[config.mk]
export PLATFORM = sky130hd
export DESIGN_NAME = mips_muldiv_unit
export DESIGN_NICKNAME = d
export VERILOG_FILES = /design/src/rtl/mips_muldiv_pkg.sv /design/src/rtl/mips_muldiv_step.sv /design/src/rtl/mips_muldiv_unit.sv
export SDC_FILE = /design/constraint.sdc
export NUM_CORES = 1
export LEC_CHECK = 0
export BUFFER_PORTS_ARGS = -buffer_cell sky130_fd_sc_hd__buf_2
export CAP_MARGIN = 20
export CORE_AREA = 8 8 286 219
export CTS_BUF_LIST = sky130_fd_sc_hd__clkbuf_4 sky130_fd_sc_hd__clkbuf_8 sky130_fd_sc_hd__clkbuf_16
export CTS_CLUSTER_SIZE = 12
export DETAILED_ROUTE_END_ITERATION = 7
export DIE_AREA = 0 0 294 227
export PLACE_DENSITY_LB_ADDON = 0.2
export SLEW_MARGIN = 40
export SYNTH_ARGS = -nofsm -noshare
export SYNTH_HDL_FRONTEND = slang
export SYNTH_SLANG_ARGS = --single-unit
export TNS_END_PERCENT = 20
[constraint.sdc]
create_clock -name clk -period 4 [get_ports clk]
set_clock_uncertainty 0.05 [all_clocks]
set_input_delay 0.4 -clock clk [delete_from_list [all_inputs] [get_ports clk]]
set_output_delay 0.4 -clock clk [all_outputs]
set_load 0.005 [all_outputs]
[src/rtl/mips_muldiv_pkg.sv]
// rtl/mips_muldiv_pkg.sv - op codes, fsm states and default width for the mips mul/div unit
package mips_muldiv_pkg;

    localparam int DEFAULT_WIDTH = 32;

    typedef enum logic [1:0] {
        OP_MULT  = 2'b00,
        OP_MULTU = 2'b01,
        OP_DIV   = 2'b10,
        OP_DIVU  = 2'b11
    } op_e;

    typedef enum logic [1:0] {
        IDLE = 2'd0,
        RUN  = 2'd1,
        FIX  = 2'd2
    } state_e;

endpackage

[src/rtl/mips_muldiv_step.sv]
// rtl/mips_muldiv_step.sv - one shift-add multiply or restoring-divide iteration on unsigned magnitudes
module mips_muldiv_step #(
    parameter int WIDTH = 32
) (
    input  logic             is_div,
    input  logic [WIDTH-1:0] m,
    input  logic [WIDTH-1:0] r_in,
    input  logic [WIDTH-1:0] q_in,
    output logic [WIDTH-1:0] r_out,
    output logic [WIDTH-1:0] q_out
);

    logic [WIDTH:0] sum;
    logic [WIDTH:0] shifted;
    logic [WIDTH:0] diff;

    always_comb begin
        // multiply: {r,q} holds the partial product with the multiplier in q
        sum     = {1'b0, r_in} + {1'b0, (q_in[0] ? m : '0)};
        // divide: r is the partial remainder, q shifts the dividend out and the quotient in
        shifted = {r_in, q_in[WIDTH-1]};
        diff    = shifted - {1'b0, m};
        if (is_div) begin
            // r_in < m keeps a non-negative diff below 2^WIDTH, so diff[WIDTH] is the borrow
            if (!diff[WIDTH]) begin
                r_out = diff[WIDTH-1:0];
                q_out = {q_in[WIDTH-2:0], 1'b1};
            end else begin
                r_out = shifted[WIDTH-1:0];
                q_out = {q_in[WIDTH-2:0], 1'b0};
            end
        end else begin
            r_out = sum[WIDTH:1];
            q_out = {sum[0], q_in[WIDTH-1:1]};
        end
    end

endmodule

[src/rtl/mips_muldiv_unit.sv]
// rtl/mips_muldiv_unit.sv - iterative mips hi/lo multiply/divide unit; MIPS_MULDIV_EARLY_OUT_EN skips RUN for zero operands
module mips_muldiv_unit
    import mips_muldiv_pkg::*;
#(
    parameter int WIDTH = DEFAULT_WIDTH
) (
    input  logic             clk,
    input  logic             rst_n,
    input  logic             start,
    input  logic [1:0]       op,
    input  logic [WIDTH-1:0] a,
    input  logic [WIDTH-1:0] b,
    input  logic             hi_we,
    input  logic             lo_we,
    input  logic [WIDTH-1:0] wdata,
    output logic             busy,
    output logic             done,
    output logic             div_by_zero,
    output logic [WIDTH-1:0] hi,
    output logic [WIDTH-1:0] lo
);

    localparam int CW = $clog2(WIDTH);
    localparam logic [CW-1:0] LAST = CW'(WIDTH - 1);

    state_e state, next_state;

    logic             is_div_q;
    logic             neg_lo;
    logic             neg_hi;
    logic [WIDTH-1:0] m_q;
    logic [WIDTH-1:0] r_q;
    logic [WIDTH-1:0] q_q;
    logic [WIDTH-1:0] a_q;
    logic [CW-1:0]    cnt;

    logic             is_div_in;
    logic             is_signed;
    logic             sa;
    logic             sb;
    logic [WIDTH-1:0] abs_a;
    logic [WIDTH-1:0] abs_b;
    logic             early;

    logic [WIDTH-1:0]   r_nxt;
    logic [WIDTH-1:0]   q_nxt;
    logic [2*WIDTH-1:0] prod;
    logic [2*WIDTH-1:0] prod_fix;
    logic [WIDTH-1:0]   quo_fix;
    logic [WIDTH-1:0]   rem_fix;

    always_comb begin
        is_div_in = (op == OP_DIV) || (op == OP_DIVU);
        is_signed = (op == OP_MULT) || (op == OP_DIV);
        sa        = is_signed & a[WIDTH-1];
        sb        = is_signed & b[WIDTH-1];
        // the most-negative value maps onto itself, which is its correct unsigned magnitude
        abs_a     = sa ? -a : a;
        abs_b     = sb ? -b : b;
    end

`ifdef MIPS_MULDIV_EARLY_OUT_EN
    assign early = is_div_in ? (b == '0) : ((a == '0) || (b == '0));
`else
    assign early = 1'b0;
`endif

    mips_muldiv_step #(.WIDTH(WIDTH)) u_step (
        .is_div (is_div_q),
        .m      (m_q),
        .r_in   (r_q),
        .q_in   (q_q),
        .r_out  (r_nxt),
        .q_out  (q_nxt)
    );

    always_comb begin
        prod     = {r_q, q_q};
        prod_fix = neg_lo ? -prod : prod;
        quo_fix  = neg_lo ? -q_q : q_q;
        rem_fix  = neg_hi ? -r_q : r_q;
    end

    always_ff @(posedge clk or negedge rst_n) begin
        if (!rst_n) state <= IDLE;
        else        state <= next_state;
    end

    always_comb begin
        next_state = state;
        case (state)
            IDLE:    if (start) next_state = early ? FIX : RUN;
            RUN:     if (cnt == LAST) next_state = FIX;
            FIX:     next_state = IDLE;
            default: next_state = IDLE;
        endcase
    end

    assign busy = (state != IDLE);

    always_ff @(posedge clk or negedge rst_n) begin
        if (!rst_n) begin
            is_div_q    <= 1'b0;
            neg_lo      <= 1'b0;
            neg_hi      <= 1'b0;
            m_q         <= '0;
            r_q         <= '0;
            q_q         <= '0;
            a_q         <= '0;
            cnt         <= '0;
            done        <= 1'b0;
            div_by_zero <= 1'b0;
            hi          <= '0;
            lo          <= '0;
        end else begin
            done <= (state == FIX);
            case (state)
                IDLE: begin
                    if (start) begin
                        is_div_q    <= is_div_in;
                        cnt         <= '0;
                        div_by_zero <= 1'b0;
                        r_q         <= '0;
                        a_q         <= a;
                        neg_lo      <= sa ^ sb;
                        if (is_div_in) begin
                            m_q    <= abs_b;
                            q_q    <= abs_a;
                            neg_hi <= sa;
                        end else begin
                            m_q    <= abs_a;
                            // a skipped multiply must still leave a zero product in {r,q}
                            q_q    <= early ? '0 : abs_b;
                            neg_hi <= sa ^ sb;
                        end
                    end else begin
                        if (hi_we) hi <= wdata;
                        if (lo_we) lo <= wdata;
                    end
                end
                RUN: begin
                    r_q <= r_nxt;
                    q_q <= q_nxt;
                    cnt <= cnt + 1'b1;
                end
                FIX: begin
                    if (is_div_q) begin
                        if (m_q == '0) begin
                            hi          <= a_q;
                            lo          <= '1;
                            div_by_zero <= 1'b1;
                        end else begin
                            hi <= rem_fix;
                            lo <= quo_fix;
                        end
                    end else begin
                        hi <= prod_fix[2*WIDTH-1:WIDTH];
                        lo <= prod_fix[WIDTH-1:0];
                    end
                end
                default: ;
            endcase
        end
    end

endmodule

==> impl_metrics.py, run 1 <==
metrics = {
    "status": {
        "run_status": "complete, no violations",
    },
    "clock_network": {
        "cts_tree": "done",
        "clock_insertion_delay_worst_skew_ns": 0.57,
        "clk_transition_reported_paths_ns": 0.07,
        "clock_tree.root_cell": "sky130_fd_sc_hd__clkbuf_16",
        "ctsHtreeMaxLevel": 1,
        "numClockSinks": 204,
        "numCtsBuffers": 24,
        "cts.path.max_buffers": 3,
    },
    "setup_path": {
        "cp_data_arrival_time_ns": 4.18,
        "crit_fanout": 13,
        "worstPathRequired_ns": 4.37,
        "timing.reg2reg.setup_slack_ns": 0.19,
        "critPathLaunchType": "flip-flop",
        "crit_path_end_kind": "flip-flop",
        "worst-r2r-cell-count": 12,
        "worstSetupPathType": "flip-flop to flip-flop",
    },
    "placed_design": {
        "pre_cts_ws_ns": 0.296,
        "placed_cell_areas_um2": 19000,
        "port_buffers": 169,
        "dp_hpwl_um": 58900,
        "routabilityCongestion": 1.01,
    },
    "finish": {
        "multiInputGateArea_um2": 11200,
        "finish.utilization_pct": 34.0,
        "drive_gt1_share_pct": 13.7,
        "antenna_cells": 0,
        "final_nets": 2523,
        "final_area_um2": 19800,
        "regArea_um2": 5110,
        "fillerInstances": 6206,
        "area.growth.synth_to_final_pct": 15.3,
    },
    "power": {
        "finalPower_w": 0.0184,
        "irDropWorstVdd_mv": 0.535,
        "power.density_nw_per_um2": 932,
        "cellLeakagePower_nw": 8.51,
    },
    "synthesis": {
        "synth.top_cell.area_share_pct": 29.8,
        "netlist.top_cell.by_area": "sky130_fd_sc_hd__dfrtp_1",
        "gate_count_after_technology_mapping": 2246,
        "synth.distinct_cells": 76,
        "synth.net_count": 2421,
        "yosys_warnings": 0,
        "synth-main-ff-cell": "sky130_fd_sc_hd__dfrtp_1",
        "synth.cells.most_frequent": "sky130_fd_sc_hd__nand2_1 (323), sky130_fd_sc_hd__o21ai_0 (229), sky130_fd_sc_hd__dfrtp_1 (204), sky130_fd_sc_hd__nor2_1 (184), sky130_fd_sc_hd__a21oi_1 (182)",
        "synth_enable_flop_cells": 0,
        "synth.avg_cell_area_um2": 7.64,
        "synth_area_leaders": "sky130_fd_sc_hd__dfrtp_1 (30%), sky130_fd_sc_hd__nand2_1 (7.1%), sky130_fd_sc_hd__o21ai_0 (6.7%)",
        "synth-seq-cells": 204,
        "post_synth_instance_area_um2": 17200,
        "synth.most_common_cell": "sky130_fd_sc_hd__nand2_1",
        "synthArstFlopShare_pct": 100,
        "share_of_the_yosys_chip_area_belonging_to_registers_pct": 29.8,
    },
    "timing": {
        "finalHoldViolCount": 0,
        "setup_viol": 0,
        "totalNegativeSetupSlack_ns": 0,
        "rsz_0062_raised_after_global_routing": "false",
        "tightestPinTransition_ns": 0.812,
        "maxSlewViolCount": 0,
        "slew-limit-headroom_pct": 45.7,
        "finalCriticalPeriod_ns": 3.81,
        "layout_worst_path_cycle_share_pct": 95.2,
        "post-route-worst-setup-slack_ns": 0.190,
        "maximum_clock_frequency_ghz": 0.262,
    },
    "min_path": {
        "min-delay-path-class": "primary input to flip-flop",
        "min_path_cells": 3,
    },
    "global_routing": {
        "number_of_global_route_vias_before_repair": 17100,
        "grtUsageTotal_pct": 21.5,
        "largest_net_degree_at_the_start_of_global_routing": 89,
        "grt.overflow.total": 0,
        "grt_first_pass_wirelength_um": 111000,
        "grt_antenna_before_repair": 1,
    },
    "detailed_routing": {
        "via_count": 17800,
        "antenna_violating_nets_post_route": 0,
        "detail_route.first_pass.iterations": 8,
        "wirelength_um": 74500,
        "wl_per_cell_um": 23.6,
        "remaining_drc_errors": 0,
        "number_of_drc_markers_in_iteration_0": 1843,
        "avgViaCountPerCell": 5.63,
    },
    "run": {
        "max_cap_violations": 0,
    },
    "floorplan": {
        "start_util_pct": 29.5,
        "fp.dieArea_um2": 66700,
        "number_of_standard_cell_rows_in_the_floorplan": 77,
        "die_w_um": 294,
        "die_height_um": 227,
        "core_region_area_um2": 58100,
        "ios": 170,
    },
}
power by group:
group,switching [W],total [W],internal (W)
sequential,0.00141,0.00448,0.00307
clock,0.000999,0.00223,0.00123
combinational,0.00715,0.0117,0.00458
per-layer routing:
| layer | GRT usage [%] | vias up | wire, um |
|---|---|---|---|
| li1 | - | 8263 | - |
| met1 | 31.9 | 8683 | 35400 |
| met2 | 31.1 | 726 | 30800 |
| met3 | 5.36 | 93 | 6480 |
| met4 | 4.66 | 2 | 1740 |
| met5 | 0 | - | 9 |
critical path: stages (launching register included):
cell and delay, ns:
sky130_fd_sc_hd__dfrtp_1 0.49, sky130_fd_sc_hd__clkinvlp_4 0.27, sky130_fd_sc_hd__buf_4 0.22, sky130_fd_sc_hd__ha_1 0.20, sky130_fd_sc_hd__nor3b_1 0.21, sky130_fd_sc_hd__nand4b_1 0.32, sky130_fd_sc_hd__or3_1 0.45, sky130_fd_sc_hd__or4_1 0.50
sky130_fd_sc_hd__o31ai_2 0.23, sky130_fd_sc_hd__xor2_1 0.28, sky130_fd_sc_hd__nand3_1 0.19, sky130_fd_sc_hd__o21ai_0 0.16, sky130_fd_sc_hd__o21ai_1 0.08
final cells by class:
class / instances / area share (%)
repair buffers: 243 / 7.38
flip-flops and latches: 204 / 25.8
clock inverters: 9 / 0.411
clock buffers: 32 / 3.53
well taps: 790 / 5.00
multi-input cells: 1807 / 56.5
inverters: 68 / 1.31
cell families after synthesis:
| group | synth area share (%) |
|---|---|
| AOI/OAI and AO/OA | 26.0 |
| adders and majority gates | 5.34 |
| buffers and inverters | 5.29 |
| xor gates and xnor gates | 10.2 |
| and+or+nand+nor | 20.2 |
| muxes | 3.24 |
| DFF | 29.8 |
sequential cells by signal, summed over array words and instances, names as in the netlist, 2 cells and up:
| register | cells |
|---|---|
| hi | 32 |
| cnt | 5 |
| a_q | 32 |
| lo | 32 |
| state | 2 |
| m_q | 32 |
| r_q | 32 |
| q_q | 32 |
placed cells by master, fill, tap and decap left out, types with 51 or more instances in the layout:
master	instances
sky130_fd_sc_hd__nand2_1	323
sky130_fd_sc_hd__a21oi_1	182
sky130_fd_sc_hd__xor2_1	94
sky130_fd_sc_hd__inv_1	65
sky130_fd_sc_hd__xnor2_1	105
sky130_fd_sc_hd__nor2_1	181
sky130_fd_sc_hd__o21ai_0	229
sky130_fd_sc_hd__buf_2	168
sky130_fd_sc_hd__buf_4	69
sky130_fd_sc_hd__ha_1	70
sky130_fd_sc_hd__mux2i_1	51
sky130_fd_sc_hd__dfrtp_1	202
through the flow:
step,std cells,hold WS (ns)
after floorplan,2246,0.0544
after global placement,3108,0.413
after detailed placement,3109,0.417
after CTS,3151,0.0162
after global routing,3153,0.0337
final,3153,0.0344
path summary, 6_finish.rpt:
path	endpoint	startpoint
setup / recovery	lo[28]	q_q[0]
hold / removal	hi[11]	wdata[11]
setup reg to reg	lo[28]	q_q[0]
hold reg to reg	lo[8]	lo[8]
max in group asynchronous	hi[28]	rst_n
min in group asynchronous	a_q[11]	rst_n
what timing repair did:
action	in CTS	in global routing
gates resized for setup	0	1
endpoints found under the hold margin	85	0
endpoints found under the setup margin	0	5
hold buffers	1	0
buffers inserted	0	2
Note: power is estimated with default switching activity, not from simulation.
==> inputs of run 2 (changes only) <==
--- a/config.mk
+++ b/config.mk
@@ -7,12 +7,15 @@
 export LEC_CHECK = 0
 export BUFFER_PORTS_ARGS = -buffer_cell sky130_fd_sc_hd__buf_2
 export CAP_MARGIN = 20
+export CELL_PAD_IN_SITES_DETAIL_PLACEMENT = 0
+export CELL_PAD_IN_SITES_GLOBAL_PLACEMENT = 1
 export CORE_AREA = 8 8 286 219
 export CTS_BUF_LIST = sky130_fd_sc_hd__clkbuf_4 sky130_fd_sc_hd__clkbuf_8 sky130_fd_sc_hd__clkbuf_16
 export CTS_CLUSTER_SIZE = 12
 export DETAILED_ROUTE_END_ITERATION = 7
 export DIE_AREA = 0 0 294 227
 export PLACE_DENSITY_LB_ADDON = 0.2
+export RECOVER_POWER = 25
 export SLEW_MARGIN = 40
 export SYNTH_ARGS = -nofsm -noshare
 export SYNTH_HDL_FRONTEND = slang
==> impl_metrics.py, run 2 (same netlist as run 1, synthesis figures left out) <==
metrics = {
    "setup_path": {
        "worstSetupPathType": "flip-flop to flip-flop",
        "worst-r2r-cell-count": 12,
        "critPathLaunchType": "flip-flop",
        "cp_data_arrival_time_ns": 4.08,
        "crit_fanout": 15,
        "cpLargestDelayFamily": "simple AND/OR/NAND/NOR gates",
        "path_cells": "clkinvlp_4, buf_4, ha_1, nor3b_1, nand4b_1, or4_1, o41ai_1, xnor2_1, nor2_1, a211oi_1, a21oi_1, o21ai_0",
        "crit_path_end_kind": "flip-flop",
        "worst-path-buf-inv": 2,
        "cp.depth": 12,
        "worstPathRequired_ns": 4.43,
        "crit_slowest_cell": "sky130_fd_sc_hd__or4_1",
        "cp_slowest_stage_delay_ns": 0.64,
    },
    "finish": {
        "antenna_cells": 0,
        "drive_gt1_share_pct": 13.9,
        "final_nets": 2527,
        "area.growth.synth_to_final_pct": 15.7,
        "layout.cells.most_common": "sky130_fd_sc_hd__nand2_1",
        "fillerInstances": 6276,
        "final_area_um2": 19800,
        "most-common-layout-cells": "sky130_fd_sc_hd__nand2_1 (322), sky130_fd_sc_hd__o21ai_0 (229), sky130_fd_sc_hd__dfrtp_1 (201), sky130_fd_sc_hd__a21oi_1 (182), sky130_fd_sc_hd__nor2_1 (181)",
    },
    "clock_network": {
        "cts.path.max_buffers": 3,
        "numClockSinks": 204,
        "clk_transition_reported_paths_ns": 0.06,
        "ctsHtreeMaxLevel": 1,
        "clock_insertion_delay_worst_skew_ns": 0.57,
        "cts.repair_timing.setup_buffer_count": 0,
        "cts_tree": "done",
        "numCtsBuffers": 24,
        "clock_tree.root_cell": "sky130_fd_sc_hd__clkbuf_16",
    },
    "placed_design": {
        "port_buffers": 169,
        "routabilityCongestion": 0.906,
        "pre_cts_ws_ns": 0.306,
        "placed_cell_areas_um2": 19000,
        "dp_hpwl_um": 60400,
    },
    "global_routing": {
        "grt_antenna_before_repair": 2,
        "grt.overflow.total": 0,
        "number_of_global_route_vias_before_repair": 16800,
        "grtUsageTotal_pct": 21.8,
        "largest_net_degree_at_the_start_of_global_routing": 66,
        "grt_first_pass_wirelength_um": 111000,
    },
    "timing": {
        "rsz_0062_raised_after_global_routing": "false",
        "finalHoldViolCount": 0,
        "finalCriticalPeriod_ns": 3.64,
        "tightestPinTransition_ns": 2.70,
        "maxSlewViolCount": 41,
        "post-route-worst-setup-slack_ns": 0.356,
        "slew-limit-headroom_pct": -80.1,
        "layout_worst_path_cycle_share_pct": 91.1,
        "maximum_clock_frequency_ghz": 0.274,
        "setup_viol": 0,
        "totalNegativeSetupSlack_ns": 0,
    },
    "min_path": {
        "min-delay-path-class": "primary input to flip-flop",
        "min_path_cells": 3,
    },
    "detailed_routing": {
        "remaining_drc_errors": 0,
        "antenna_violating_nets_post_route": 0,
        "detail_route.first_pass.iterations": 5,
        "wl_per_cell_um": 23.9,
        "via_count": 17600,
        "avgViaCountPerCell": 5.57,
        "number_of_drc_markers_in_iteration_0": 1461,
        "wirelength_um": 75400,
    },
    "run": {
        "max_cap_violations": 1,
    },
    "power": {
        "finalPower_w": 0.0185,
        "cellLeakagePower_nw": 8.55,
        "power.density_nw_per_um2": 932,
        "irDropWorstVdd_mv": 0.482,
    },
    "floorplan": {
        "number_of_standard_cell_rows_in_the_floorplan": 77,
        "die_height_um": 227,
        "die_w_um": 294,
        "ios": 170,
        "start_util_pct": 29.5,
        "fp.dieArea_um2": 66700,
        "core_region_area_um2": 58100,
    },
    "status": {
        "failed_checks": "max-capacitance violations, max-slew violations",
        "run_status": "finished with violations",
    },
}
-- run 2: cell count changes in the layout (fill, tap and decap cells not counted), moves of 2 or more --
| cell | change |
|---|---|
| sky130_fd_sc_hd__clkbuf_4 | +4 |
| sky130_fd_sc_hd__clkbuf_8 | -4 |
| sky130_fd_sc_hd__buf_4 | +2 |
| sky130_fd_sc_hd__buf_8 | -2 |
| sky130_fd_sc_hd__bufinv_16 | +2 |
| sky130_fd_sc_hd__clkbuf_1 | +2 |
-- run 2: final timing paths --
kind	endpoint	slack, ns	start
worst max-delay path	hi[10]	0.36	q_q[0]
worst min-delay path	hi[11]	0.04	wdata[11]
worst max register to register	hi[10]	0.36	q_q[0]
worst min register to register	lo[24]	0.43	lo[24]
max in group asynchronous	neg_lo	0.81	rst_n
min in group asynchronous	q_q[12]	1.19	rst_n
-- run 2: metal layers --
layer	GRT usage (%)	wire length [um]	up-vias
met1	33.5	37900	8734
li1	-	-	8264
met2	32.9	32100	528
met4	2.35	831	2
met5	0	13	-
met3	3.16	4610	48
-- run 2: timing repair --
| item | CTS | global route |
|---|---|---|
| hold buffers | 1 | 0 |
| resized for setup | 0 | 1 |
| setup endpoints to repair | 0 | 1 |
| endpoints found under the hold margin | 38 | 0 |
-- run 2: final cells by class --
cell class / instances / area, um2 / area share, %
inverters: 68 / 259 / 1.31
well taps: 790 / 988 / 4.98
clock buffers: 32 / 673 / 3.39
multi-input cells: 1807 / 11200 / 56.3
clock inverters: 10 / 136 / 0.687
flip-flops and latches: 204 / 5110 / 25.8
repair buffers: 247 / 1500 / 7.55
-- run 2: power breakdown --
group | internal, W | total (W) | switching [W]
Clock | 0.00132 | 0.00231 | 0.000988
Sequential | 0.00307 | 0.00454 | 0.00147
Combinational | 0.00461 | 0.0116 | 0.00703
-- run 2: stage by stage --
step           utilization (%)  std cells  hold WS [ns]
5_1_grt                   34.2       3158        0.0434
3_3_place_gp              32.7       3114         0.410
3_5_place_dp              32.8       3115         0.282
4_1_cts                   34.2       3158        0.0274
2_1_floorplan                -       2246        0.0544
6_report                  34.2       3158        0.0440
-- run 2: worst min-delay path: stages --
cell and delay [ns]:
sky130_fd_sc_hd__buf_2 0.10, sky130_fd_sc_hd__a22oi_1 0.06, sky130_fd_sc_hd__o21ai_0 0.06
